## config.mk

```make
export PLATFORM = sky130hd
export DESIGN_NAME = mem_arbiter_flat
export DESIGN_NICKNAME = d
export VERILOG_FILES = /design/src/rtl/mem_arb_pkg.sv /design/src/rtl/mem_arbiter_if.sv /design/src/rtl/rr_pick2.sv /design/src/rtl/mem_arbiter.sv /design/src/flat_wrapper.sv
export SDC_FILE = /design/constraint.sdc
export NUM_CORES = 1
export LEC_CHECK = 0
export ABC_AREA = 1
export ABC_CLOCK_PERIOD_IN_PS = 1900
export CAP_MARGIN = 20
export CORE_AREA = 2 2 109 111
export DETAILED_ROUTE_END_ITERATION = 8
export DIE_AREA = 0 0 111 113
export PLACE_DENSITY_LB_ADDON = 0.15
export SLEW_MARGIN = 20
export SYNTH_ARGS = -nofsm -noshare
export SYNTH_HDL_FRONTEND = slang
export SYNTH_HIERARCHICAL = 1
export SYNTH_SLANG_ARGS = --single-unit
```

## constraint.sdc

```tcl
create_clock -name clk_i -period 1.9 [get_ports clk_i]
set_clock_uncertainty 0.1 [all_clocks]
set_input_delay 0.38 -clock clk_i [delete_from_list [all_inputs] [get_ports clk_i]]
set_output_delay 0.38 -clock clk_i [all_outputs]
set_load 0.02 [all_outputs]
```

## src/rtl/mem_arb_pkg.sv

```systemverilog
// -----------------------------------------------------------------------------
// mem_arb_pkg
// Shared types for the two-port memory arbiter: port identifiers, the request
// and response records, and the address legality check used to decide whether
// an access may touch memory or must be answered with an error.
// -----------------------------------------------------------------------------
package mem_arb_pkg;

    // Identifies which requester was granted most recently.
    typedef enum logic {
        PORT_IF   = 1'b0,
        PORT_DATA = 1'b1
    } port_e;

    // Addresses are carried zero-extended to this width inside the arbiter so
    // the record types do not depend on the top-level ADDR_W parameter.
    localparam int unsigned ADDR_MAX_W = 64;
    localparam int unsigned DATA_W     = 32;

    typedef struct packed {
        logic                  wen;
        logic [ADDR_MAX_W-1:0] addr;
        logic [DATA_W-1:0]     wdata;
    } mem_req_t;

    typedef struct packed {
        logic              rvalid;
        logic [DATA_W-1:0] rdata;
        logic              err;
    } mem_rsp_t;

    // Legal access: word aligned and word index inside 0..depth-1.
    function automatic logic addr_ok(input logic [ADDR_MAX_W-1:0] addr,
                                     input int unsigned           depth);
        return (addr[1:0] == 2'b00) && ((addr >> 2) < ADDR_MAX_W'(depth));
    endfunction

endpackage

```

## src/rtl/mem_arbiter_if.sv

```systemverilog
// -----------------------------------------------------------------------------
// mem_arbiter_if
// Bundles the fetch port, the load/store port and the memory-side signals of
// the arbiter. Signal names match the arbiter's port naming.
//
// Handshake (both requester ports): the requester raises *_req_i and holds
// address (and for data: wen/wdata) stable until it sees *_gnt_o high in the
// same cycle; the access is taken at that clock edge. Exactly one *_rvalid_o
// pulse follows one cycle after each grant, carrying rdata/err. There is no
// back-pressure on responses.
//
// Modports:
//   slave  - arbiter side (drives grants, responses, memory controls)
//   master - environment side (drives requests and memory read data)
// -----------------------------------------------------------------------------
interface mem_arbiter_if
    import mem_arb_pkg::*;
#(
    parameter int unsigned ADDR_W = 32
);
    // fetch port
    logic              if_req_i;
    logic [ADDR_W-1:0] if_addr_i;
    logic              if_gnt_o;
    logic              if_rvalid_o;
    logic [31:0]       if_rdata_o;
    logic              if_err_o;
    // load/store port
    logic              d_req_i;
    logic              d_wen_i;
    logic [ADDR_W-1:0] d_addr_i;
    logic [31:0]       d_wdata_i;
    logic              d_gnt_o;
    logic              d_rvalid_o;
    logic [31:0]       d_rdata_o;
    logic              d_err_o;
    // memory side
    logic              mem_wen_o;
    logic [ADDR_W-1:0] mem_addr_o;
    logic [31:0]       mem_wdata_o;
    logic [31:0]       mem_rdata_i;
    // debug: port granted most recently
    port_e             dbg_last_o;

    modport slave (
        input  if_req_i, if_addr_i,
        output if_gnt_o, if_rvalid_o, if_rdata_o, if_err_o,
        input  d_req_i, d_wen_i, d_addr_i, d_wdata_i,
        output d_gnt_o, d_rvalid_o, d_rdata_o, d_err_o,
        output mem_wen_o, mem_addr_o, mem_wdata_o,
        input  mem_rdata_i,
        output dbg_last_o
    );

    modport master (
        output if_req_i, if_addr_i,
        input  if_gnt_o, if_rvalid_o, if_rdata_o, if_err_o,
        output d_req_i, d_wen_i, d_addr_i, d_wdata_i,
        input  d_gnt_o, d_rvalid_o, d_rdata_o, d_err_o,
        input  mem_wen_o, mem_addr_o, mem_wdata_o,
        output mem_rdata_i,
        input  dbg_last_o
    );

endinterface

```

## src/rtl/rr_pick2.sv

```systemverilog
// -----------------------------------------------------------------------------
// rr_pick2
// Two-request round-robin picker. A lone requester always wins; on contention
// the port that was not granted most recently wins. The history register only
// moves when a grant is actually issued.
//
// Ports:
//   clk_i, rst_ni  clock, async active-low reset
//   req_if_i       fetch request
//   req_d_i        data request
//   gnt_if_o       fetch granted (combinational)
//   gnt_d_o        data granted (combinational)
//   last_o         port granted most recently (state, for debug)
// -----------------------------------------------------------------------------
module rr_pick2
    import mem_arb_pkg::*;
(
    input  logic  clk_i,
    input  logic  rst_ni,
    input  logic  req_if_i,
    input  logic  req_d_i,
    output logic  gnt_if_o,
    output logic  gnt_d_o,
    output port_e last_o
);

    port_e last_q;
    port_e last_d;

    always_ff @(posedge clk_i or negedge rst_ni) begin
        if (!rst_ni) begin
            // Reset as if DATA had just been served so fetch wins the first tie.
            last_q <= PORT_DATA;
        end else begin
            last_q <= last_d;
        end
    end

    always_comb begin
        gnt_if_o = 1'b0;
        gnt_d_o  = 1'b0;
        last_d   = last_q;

        if (req_if_i && req_d_i) begin
            if (last_q == PORT_DATA) begin
                gnt_if_o = 1'b1;
            end else begin
                gnt_d_o = 1'b1;
            end
        end else if (req_if_i) begin
            gnt_if_o = 1'b1;
        end else if (req_d_i) begin
            gnt_d_o = 1'b1;
        end

        if (gnt_if_o) begin
            last_d = PORT_IF;
        end else if (gnt_d_o) begin
            last_d = PORT_DATA;
        end
    end

    assign last_o = last_q;

endmodule

```

## src/rtl/mem_arbiter.sv

```systemverilog
// -----------------------------------------------------------------------------
// mem_arbiter
// Shares one single-ported, word-addressed 32-bit memory between the
// instruction-fetch port (read-only) and the load/store port. At most one
// access is granted per cycle; the memory read data is registered and returned
// with rvalid one cycle after the grant. Misaligned or out-of-range accesses
// are still granted but never write memory and are answered with err=1,
// rdata=0.
//
// Parameters:
//   DEPTH   memory size in 32-bit words
//   ADDR_W  byte address width (at most 64)
// Ports:
//   clk_i   clock, rising edge
//   rst_ni  async active-low reset
//   bus     mem_arbiter_if.slave: both requester ports and the memory side
// -----------------------------------------------------------------------------
module mem_arbiter
    import mem_arb_pkg::*;
#(
    parameter int unsigned DEPTH  = 512,
    parameter int unsigned ADDR_W = 32
) (
    input  logic         clk_i,
    input  logic         rst_ni,
    mem_arbiter_if.slave bus
);

    logic     gnt_if;
    logic     gnt_d;
    logic     gnt_any;
    port_e    last;

    mem_req_t if_req;
    mem_req_t d_req;
    mem_req_t sel_req;
    logic     sel_ok;
    logic     sel_read;

    mem_rsp_t if_rsp_q, if_rsp_d;
    mem_rsp_t d_rsp_q,  d_rsp_d;

    rr_pick2 u_pick (
        .clk_i    (clk_i),
        .rst_ni   (rst_ni),
        .req_if_i (bus.if_req_i),
        .req_d_i  (bus.d_req_i),
        .gnt_if_o (gnt_if),
        .gnt_d_o  (gnt_d),
        .last_o   (last)
    );

    assign gnt_any = gnt_if | gnt_d;

    // Both requests are normalised to the same record; the memory write data
    // always comes from the data port, even for a fetch grant.
    always_comb begin
        if_req       = '0;
        if_req.wen   = 1'b0;
        if_req.addr  = ADDR_MAX_W'(bus.if_addr_i);
        if_req.wdata = bus.d_wdata_i;

        d_req        = '0;
        d_req.wen    = bus.d_wen_i;
        d_req.addr   = ADDR_MAX_W'(bus.d_addr_i);
        d_req.wdata  = bus.d_wdata_i;
    end

    // Legality is only evaluated for the granted request.
    assign sel_req  = gnt_d ? d_req : if_req;
    assign sel_ok   = addr_ok(sel_req.addr, DEPTH);
    assign sel_read = sel_ok & ~sel_req.wen;

    always_comb begin
        bus.mem_wen_o   = 1'b0;
        bus.mem_addr_o  = '0;
        bus.mem_wdata_o = '0;
        if (gnt_any) begin
            bus.mem_wen_o   = gnt_d & sel_req.wen & sel_ok;
            bus.mem_addr_o  = sel_req.addr[ADDR_W-1:0];
            bus.mem_wdata_o = sel_req.wdata;
        end
    end

    // Response capture: the granted port loads a fresh response, the other
    // port's rvalid drops at the same edge.
    always_comb begin
        if_rsp_d = '0;
        d_rsp_d  = '0;
        if (gnt_if) begin
            if_rsp_d.rvalid = 1'b1;
            if_rsp_d.rdata  = sel_read ? bus.mem_rdata_i : 32'h0;
            if_rsp_d.err    = ~sel_ok;
        end
        if (gnt_d) begin
            d_rsp_d.rvalid = 1'b1;
            d_rsp_d.rdata  = sel_read ? bus.mem_rdata_i : 32'h0;
            d_rsp_d.err    = ~sel_ok;
        end
    end

    always_ff @(posedge clk_i or negedge rst_ni) begin
        if (!rst_ni) begin
            if_rsp_q <= '0;
            d_rsp_q  <= '0;
        end else begin
            if_rsp_q <= if_rsp_d;
            d_rsp_q  <= d_rsp_d;
        end
    end

    assign bus.if_gnt_o    = gnt_if;
    assign bus.d_gnt_o     = gnt_d;
    assign bus.if_rvalid_o = if_rsp_q.rvalid;
    assign bus.if_rdata_o  = if_rsp_q.rdata;
    assign bus.if_err_o    = if_rsp_q.err;
    assign bus.d_rvalid_o  = d_rsp_q.rvalid;
    assign bus.d_rdata_o   = d_rsp_q.rdata;
    assign bus.d_err_o     = d_rsp_q.err;
    assign bus.dbg_last_o  = last;

endmodule

```

## src/flat_wrapper.sv

```systemverilog
// flat-port wrapper written by rule: the top's interface ports become plain ports
module mem_arbiter_flat import mem_arb_pkg::*;
#(
    parameter int unsigned DEPTH  = 512,
    parameter int unsigned ADDR_W = 32
)
  (clk_i, rst_ni, bus_if_req_i, bus_if_addr_i, bus_if_gnt_o, bus_if_rvalid_o, bus_if_rdata_o, bus_if_err_o, bus_d_req_i, bus_d_wen_i, bus_d_addr_i, bus_d_wdata_i, bus_d_gnt_o, bus_d_rvalid_o, bus_d_rdata_o, bus_d_err_o, bus_mem_wen_o, bus_mem_addr_o, bus_mem_wdata_o, bus_mem_rdata_i, bus_dbg_last_o);
  mem_arbiter_if #(.ADDR_W(ADDR_W)) bus_i ();
  input  logic clk_i;
  input  logic rst_ni;
  input wire logic [$bits(bus_i.if_req_i)-1:0] bus_if_req_i;
  input wire logic [$bits(bus_i.if_addr_i)-1:0] bus_if_addr_i;
  output wire logic [$bits(bus_i.if_gnt_o)-1:0] bus_if_gnt_o;
  output wire logic [$bits(bus_i.if_rvalid_o)-1:0] bus_if_rvalid_o;
  output wire logic [$bits(bus_i.if_rdata_o)-1:0] bus_if_rdata_o;
  output wire logic [$bits(bus_i.if_err_o)-1:0] bus_if_err_o;
  input wire logic [$bits(bus_i.d_req_i)-1:0] bus_d_req_i;
  input wire logic [$bits(bus_i.d_wen_i)-1:0] bus_d_wen_i;
  input wire logic [$bits(bus_i.d_addr_i)-1:0] bus_d_addr_i;
  input wire logic [$bits(bus_i.d_wdata_i)-1:0] bus_d_wdata_i;
  output wire logic [$bits(bus_i.d_gnt_o)-1:0] bus_d_gnt_o;
  output wire logic [$bits(bus_i.d_rvalid_o)-1:0] bus_d_rvalid_o;
  output wire logic [$bits(bus_i.d_rdata_o)-1:0] bus_d_rdata_o;
  output wire logic [$bits(bus_i.d_err_o)-1:0] bus_d_err_o;
  output wire logic [$bits(bus_i.mem_wen_o)-1:0] bus_mem_wen_o;
  output wire logic [$bits(bus_i.mem_addr_o)-1:0] bus_mem_addr_o;
  output wire logic [$bits(bus_i.mem_wdata_o)-1:0] bus_mem_wdata_o;
  input wire logic [$bits(bus_i.mem_rdata_i)-1:0] bus_mem_rdata_i;
  output wire logic [$bits(bus_i.dbg_last_o)-1:0] bus_dbg_last_o;
  assign bus_i.if_req_i = bus_if_req_i;
  assign bus_i.if_addr_i = bus_if_addr_i;
  assign bus_if_gnt_o = bus_i.if_gnt_o;
  assign bus_if_rvalid_o = bus_i.if_rvalid_o;
  assign bus_if_rdata_o = bus_i.if_rdata_o;
  assign bus_if_err_o = bus_i.if_err_o;
  assign bus_i.d_req_i = bus_d_req_i;
  assign bus_i.d_wen_i = bus_d_wen_i;
  assign bus_i.d_addr_i = bus_d_addr_i;
  assign bus_i.d_wdata_i = bus_d_wdata_i;
  assign bus_d_gnt_o = bus_i.d_gnt_o;
  assign bus_d_rvalid_o = bus_i.d_rvalid_o;
  assign bus_d_rdata_o = bus_i.d_rdata_o;
  assign bus_d_err_o = bus_i.d_err_o;
  assign bus_mem_wen_o = bus_i.mem_wen_o;
  assign bus_mem_addr_o = bus_i.mem_addr_o;
  assign bus_mem_wdata_o = bus_i.mem_wdata_o;
  assign bus_i.mem_rdata_i = bus_mem_rdata_i;
  assign bus_dbg_last_o = bus_i.dbg_last_o;
  mem_arbiter #(.DEPTH(DEPTH), .ADDR_W(ADDR_W)) u_core (.clk_i(clk_i), .rst_ni(rst_ni), .bus(bus_i));
endmodule
```

---- Word-level counts from Yosys, hierarchy flattened ----
Index checks and enable logic that the tools add are counted.
storage, ports and cells
  register bits ........................... 69
  logic and storage cells ................. 34
  output and inout port bits .............. 136
cells by class
  bitwise operators ....................... 6
  muxes and demuxes ....................... 16
  magnitude comparators ................... 1
  reduce and logical (&&, ||, !) cells .... 4
operators by type and width
  operator                                               number
  2-to-1 mux 97 bit                                      1
  2-to-1 mux 32 bit                                      3
  2-to-1 mux 34 bit                                      2
  < comparator 62 x 10 -> 1 bit (second input constant)  1
  2-to-1 mux 1 bit                                       10
  AND 1 bit                                              3
  logical AND 1 bit                                      2
  zero test 2 bit                                        1
  NOT 1 bit                                              2
  nonzero test 2 bit                                     1
  bitwise OR 1 bit                                       1

---- Logic depth before layout (Yosys ltp) ----
  depth in word-level cells ............... 9
  gate-level depth with buffers ........... 14
  mapped depth without buffers ............ 12

---- Modules after synthesis ----
Netlist, hierarchy kept.
modules (own cells, without submodules)
  module       cells an instance  area each (um^2)  seq. area each (um^2)  instances
  mem_arbiter  441                3265.6            1701.6                 1
  rr_pick2     11                 65.1              26.3                   1

---- Worst setup path after synthesis ----
OpenSTA, ideal clock, no wires.
  kind .................................... reg-to-output
  from .................................... register u_core.u_pick.last_q, in the netlist u_core/u_pick/last_o
  to ...................................... output port bus_mem_wen_o
  cell stages (with the launch flop) ...... 12
  arrival ................................. 2102 ps
  data required time ...................... 1420 ps
  setup slack ............................. -682 ps
  cell sequence ........................... dfstp_2 -> a21oi_1 -> buf_6 -> inv_4 -> buf_2 -> nand2_1 -> nand2_1 -> nor2_1 -> nand2_1 -> nor2_4 -> nand2_1 -> nor2_1
on the way
  longest elaborated chain between the ends .. 7
RTL lines
  what                                                              RTL line            source
  from (decl)                                                       rr_pick2.sv:27      port_e last_q;
  from (signal assigned)                                            rr_pick2.sv:35      last_q <= last_d;
  2-to-1 mux 1 bit *                                                rr_pick2.sv:45      if (last_q == PORT_DATA) begin
  2-to-1 mux 1 bit *                                                rr_pick2.sv:44      if (req_if_i && req_d_i) begin
  named net bus_d_gnt_o                                             flat_wrapper.sv:21  output wire logic [$bits(bus_i.d_gnt_o)-1:0] bus_d_gnt_o;
  2-to-1 mux 97 bit                                                 mem_arbiter.sv:70   assign sel_req = gnt_d ? d_req : if_req;
  < comparator 62 x 10 -> 1 bit or zero test 2 bit (tied branches)  mem_arb_pkg.sv:35   return (addr[1:0] == 2'b00) && ((addr >> 2) < ADDR_MAX_W'(depth));
  logical AND 1 bit                                                 mem_arb_pkg.sv:35
  AND 1 bit                                                         mem_arbiter.sv:79   bus.mem_wen_o = gnt_d & sel_req.wen & sel_ok;
  2-to-1 mux 1 bit *                                                mem_arbiter.sv:78   if (gnt_any) begin
  to (decl)                                                         flat_wrapper.sv:25  output wire logic [$bits(bus_i.mem_wen_o)-1:0] bus_mem_wen_o;
The timed path passes the listed nets; every way through them passes the cells marked *.

---- Worst setup path after layout ----
  from .................................... register u_core.u_pick.last_q, in the netlist u_core/u_pick/last_o
  to ...................................... output port bus_mem_wen_o
on the way
  longest elaborated chain between the ends .. 7
RTL lines
  what                                                              RTL line
  2-to-1 mux 1 bit                                                  rr_pick2.sv:45
  2-to-1 mux 1 bit                                                  rr_pick2.sv:44
  2-to-1 mux 97 bit                                                 mem_arbiter.sv:70
  < comparator 62 x 10 -> 1 bit or zero test 2 bit (tied branches)  mem_arb_pkg.sv:35
  logical AND 1 bit                                                 mem_arb_pkg.sv:35
  AND 1 bit                                                         mem_arbiter.sv:79
  2-to-1 mux 1 bit *                                                mem_arbiter.sv:78
Every way passes the cells marked *; elsewhere a longest branch is shown, timed or not.

==> impl_metrics.ini <==
[outcome]
status = finished, violations left
failed_checks = setup timing

[finish]
antennaDiodeCount = 0
layout_filler_cell_count = 871
flow.area_growth_from_synthesis_pct = 134.9
design.final.nets = 909
most_used_cells_in_the_layout_excluding_fill_and_tap_cells = sky130_fd_sc_hd__clkdlybuf4s50_1, sky130_fd_sc_hd__nand2_1, sky130_fd_sc_hd__buf_6
multi_input_area_um2 = 1669
layoutNonFillerInstCount = 924
layout.area.seq_um2 = 1728
final_common_cell = sky130_fd_sc_hd__clkdlybuf4s50_1
drive_above_1_share_pct = 30.22

[clock_tree]
numClockSinks = 69
clk_transition_reported_paths_ns = 0.05
clkLatencyLatePin_ns = 0.32
clock_tree.buffer_depth = 2
clockRootBuffer = sky130_fd_sc_hd__clkbuf_16
cts_tree = yes
htreeDepth = 3
numCtsBuffers = 9

[placed_design]
instance_count_after_placement_with_tap_cells_included = 880
count_of_input_and_output_buffers = 268
globalplace.congestion = 0.9015
dp_hpwl_mm = 10.06

[worst_setup_path]
startpoint_type_of_the_worst_setup_path = register
rr_endpoint = u_core/bus.if_rdata_o[15]
crit_path_cell_trace = a21oi_4, buf_12, inv_16, nand2_1, nand2_1, nand2_1, nor2_1, nand2_1, nor2_4, nand2_2, nor2_4, buf_6
critPathMaxFanout = 12
timing.reg2reg.setup_slack_ns = -0.45
critPathCaptureType = output pin
cp_data_required_time_ns = 1.42
timing.rr.start = u_core/u_pick/last_o
worstRegToRegCells = 12
worst-setup-path-type = register to output pin
worstPathArrival_ns = 2.08
slowest_delay_ns = 0.56
critPathMostFrequentCell = sky130_fd_sc_hd__nand2_1
slowest_stage = sky130_fd_sc_hd__dfstp_2

[yosys]
synthesis.yosys.warnings = 6
post_synth_instance_area_um2 = 3331
synth_cell_type_count = 16
syn-instance-count = 452
ys_seq_area_share_pct = 51.88
post_synthesis_net_count = 585
syn_avg_cell_area_um2 = 7.369
ys_seq_elements = 69

[flow_run]
max_cap_viol_count = 0

[floorplan]
row_count = 39
die_h_um = 113
io-pin-count = 269
start_util_pct = 29.55
core-area_um2 = 11270
die_w_um = 111
floorplan.die_area_um2 = 12540

[detailed_routing]
routed_via_density = 4.506
num_vias = 4164
drtIter0Drc = 197
drc = 0
drt_pass1_iterations = 4
antenna_violating_nets_post_route = 0
drt-total-wl_mm = 14.57
routed_wire_per_std_cell_um = 15.77

[power]
leakage_nw = 3.761
pwr_density_cell_nw_per_um2 = 633.2
power.ir.vdd_worst_mv = 0.5199

[sta]
tightestPinTransition_ns = 0.3686
finalSetupViolations = 132
fin_setup_tns_ns = -55.79
finalCriticalPeriod_ns = 2.560
finalMaxSlewViolations = 0
final.period_utilization_pct = 134.7
maxSlewHeadroom_pct = 75.43
fmax_mhz = 390.6
rsz_0062_raised_after_global_routing = yes
layout_setup_ws_ns = -0.6601
finalHoldViolCount = 0

[worst_hold_path]
hold_path_startpoint = bus_d_req_i
min_path_cells = 3
timing.hold.worst_endpoint = u_core/u_pick/last_o
timing.hold.worst.class = input port to register

[global_route]
largest_net_degree_at_the_start_of_global_routing = 70
antenna_found_initial = 0
grt_first_pass_wirelength_mm = 21.62
grt.overflow.total = 0
track_usage_pct = 21.93
first_global_vias = 4196
==> cell usage after synthesis (all sizes together) <==
| cell | n | share of area [%] |
|---|---|---|
| nand4 | 32 | 6.0 |
| o21ai | 10 | 1.5 |
| nand3 | 1 | 0.15 |
| inv | 76 | 8.6 |
| clkbuf | 13 | 1.5 |
| nand2 | 103 | 12 |
| buf | 15 | 3.0 |
| dfstp | 1 | 0.79 |
| a21oi | 8 | 1.2 |
| nor2 | 125 | 15 |
| dfrtp | 68 | 51 |
==> stage by stage <==
step	total power [W]	hold slack, ns	area (um2)	setup slack (ns)	utilization, %
3_5_place_dp	0.002988	0.3253	6615	-1.261	58.69
5_1_grt	0.005173	0.3380	7823	-0.7809	69.40
2_1_floorplan	0.002159	-0.01559	3578	-0.3567	-
3_3_place_gp	0.002981	0.3240	6615	-1.220	58.69
6_report	0.004953	0.3231	7823	-0.6601	69.40
4_1_cts	0.004845	0.3176	7525	-0.6360	66.76
==> worst max path at each step <==
| stage | start | end | slack [ns] | cells past startpoint |
|---|---|---|---|---|
| finish | u_core/u_pick/last_o | bus_mem_wen_o | -0.66 | 12 |
| global route | u_core/u_pick/last_o | bus_mem_wen_o | -0.78 | 12 |
| CTS | u_core/u_pick/last_o | bus_mem_wen_o | -0.64 | 11 |
| detailed placement | bus_if_req_i | bus_mem_wen_o | -1.26 | 13 |
| global placement | bus_if_req_i | bus_mem_wen_o | -1.22 | 13 |
| floorplan | u_core/u_pick/last_o | bus_mem_wen_o | -0.36 | 12 |
==> power breakdown <==
part	internal (W)	switching (W)	total (W)
registers	0.00148	0.00000578	0.00149
logic	0.00102	0.000930	0.00195
clock network	0.000946	0.000564	0.00151
==> sequential cells by signal, indices dropped and copies added (netlist names) <==
signal and flops:
u_core/u_pick/last_o 1, u_core/bus.d_err_o 1, u_core/bus.d_rdata_o 32, u_core/bus.if_err_o 1
u_core/bus.if_rdata_o 32, u_core/bus.d_rvalid_o 1, u_core/bus.if_rvalid_o 1
==> worst max-delay path, delay by kind of cell (launching register included) <==
family                 cells  cell delay, ns
and+or+nand+nor            8            0.73
DFF                        1            0.56
AOI/OAI and AO/OA          1            0.09
buffers and inverters      3            0.37
==> per-layer routing <==
layer	share of wire [%]	GRT usage [%]
met1	36	23.92
met2	55	41.19
met3	7.7	5.999
met4	1.8	7.250
met5	0	0
==> logic make-up after synthesis <==
group	after synthesis	share of synthesized area, %
and+or+nand+nor	261	32.31
DFF	69	51.88
buffers and inverters	104	13.11
AOI/OAI and AO/OA	18	2.705
==> timing repair <==
item                       in CTS  in global routing
pin swaps                      22                 17
gates resized for setup       453                 63
hold endpoints to repair       68                  0
setup endpoints to repair     134                133
setup buffers                  20                  2
hold buffers                    1                  0
cloned                          8                  1
==> cell type report <==
class / count / area share (%)
timing repair inverter: 1 / 0.2559
sequential: 69 / 22.09
clock buffer: 12 / 3.279
tap: 143 / 2.287
timing repair buffer: 340 / 46.61
multi-input combinational: 279 / 21.34
inverter: 76 / 3.855
clock inverter: 4 / 0.2879
(Power assumes the default switching activity.)
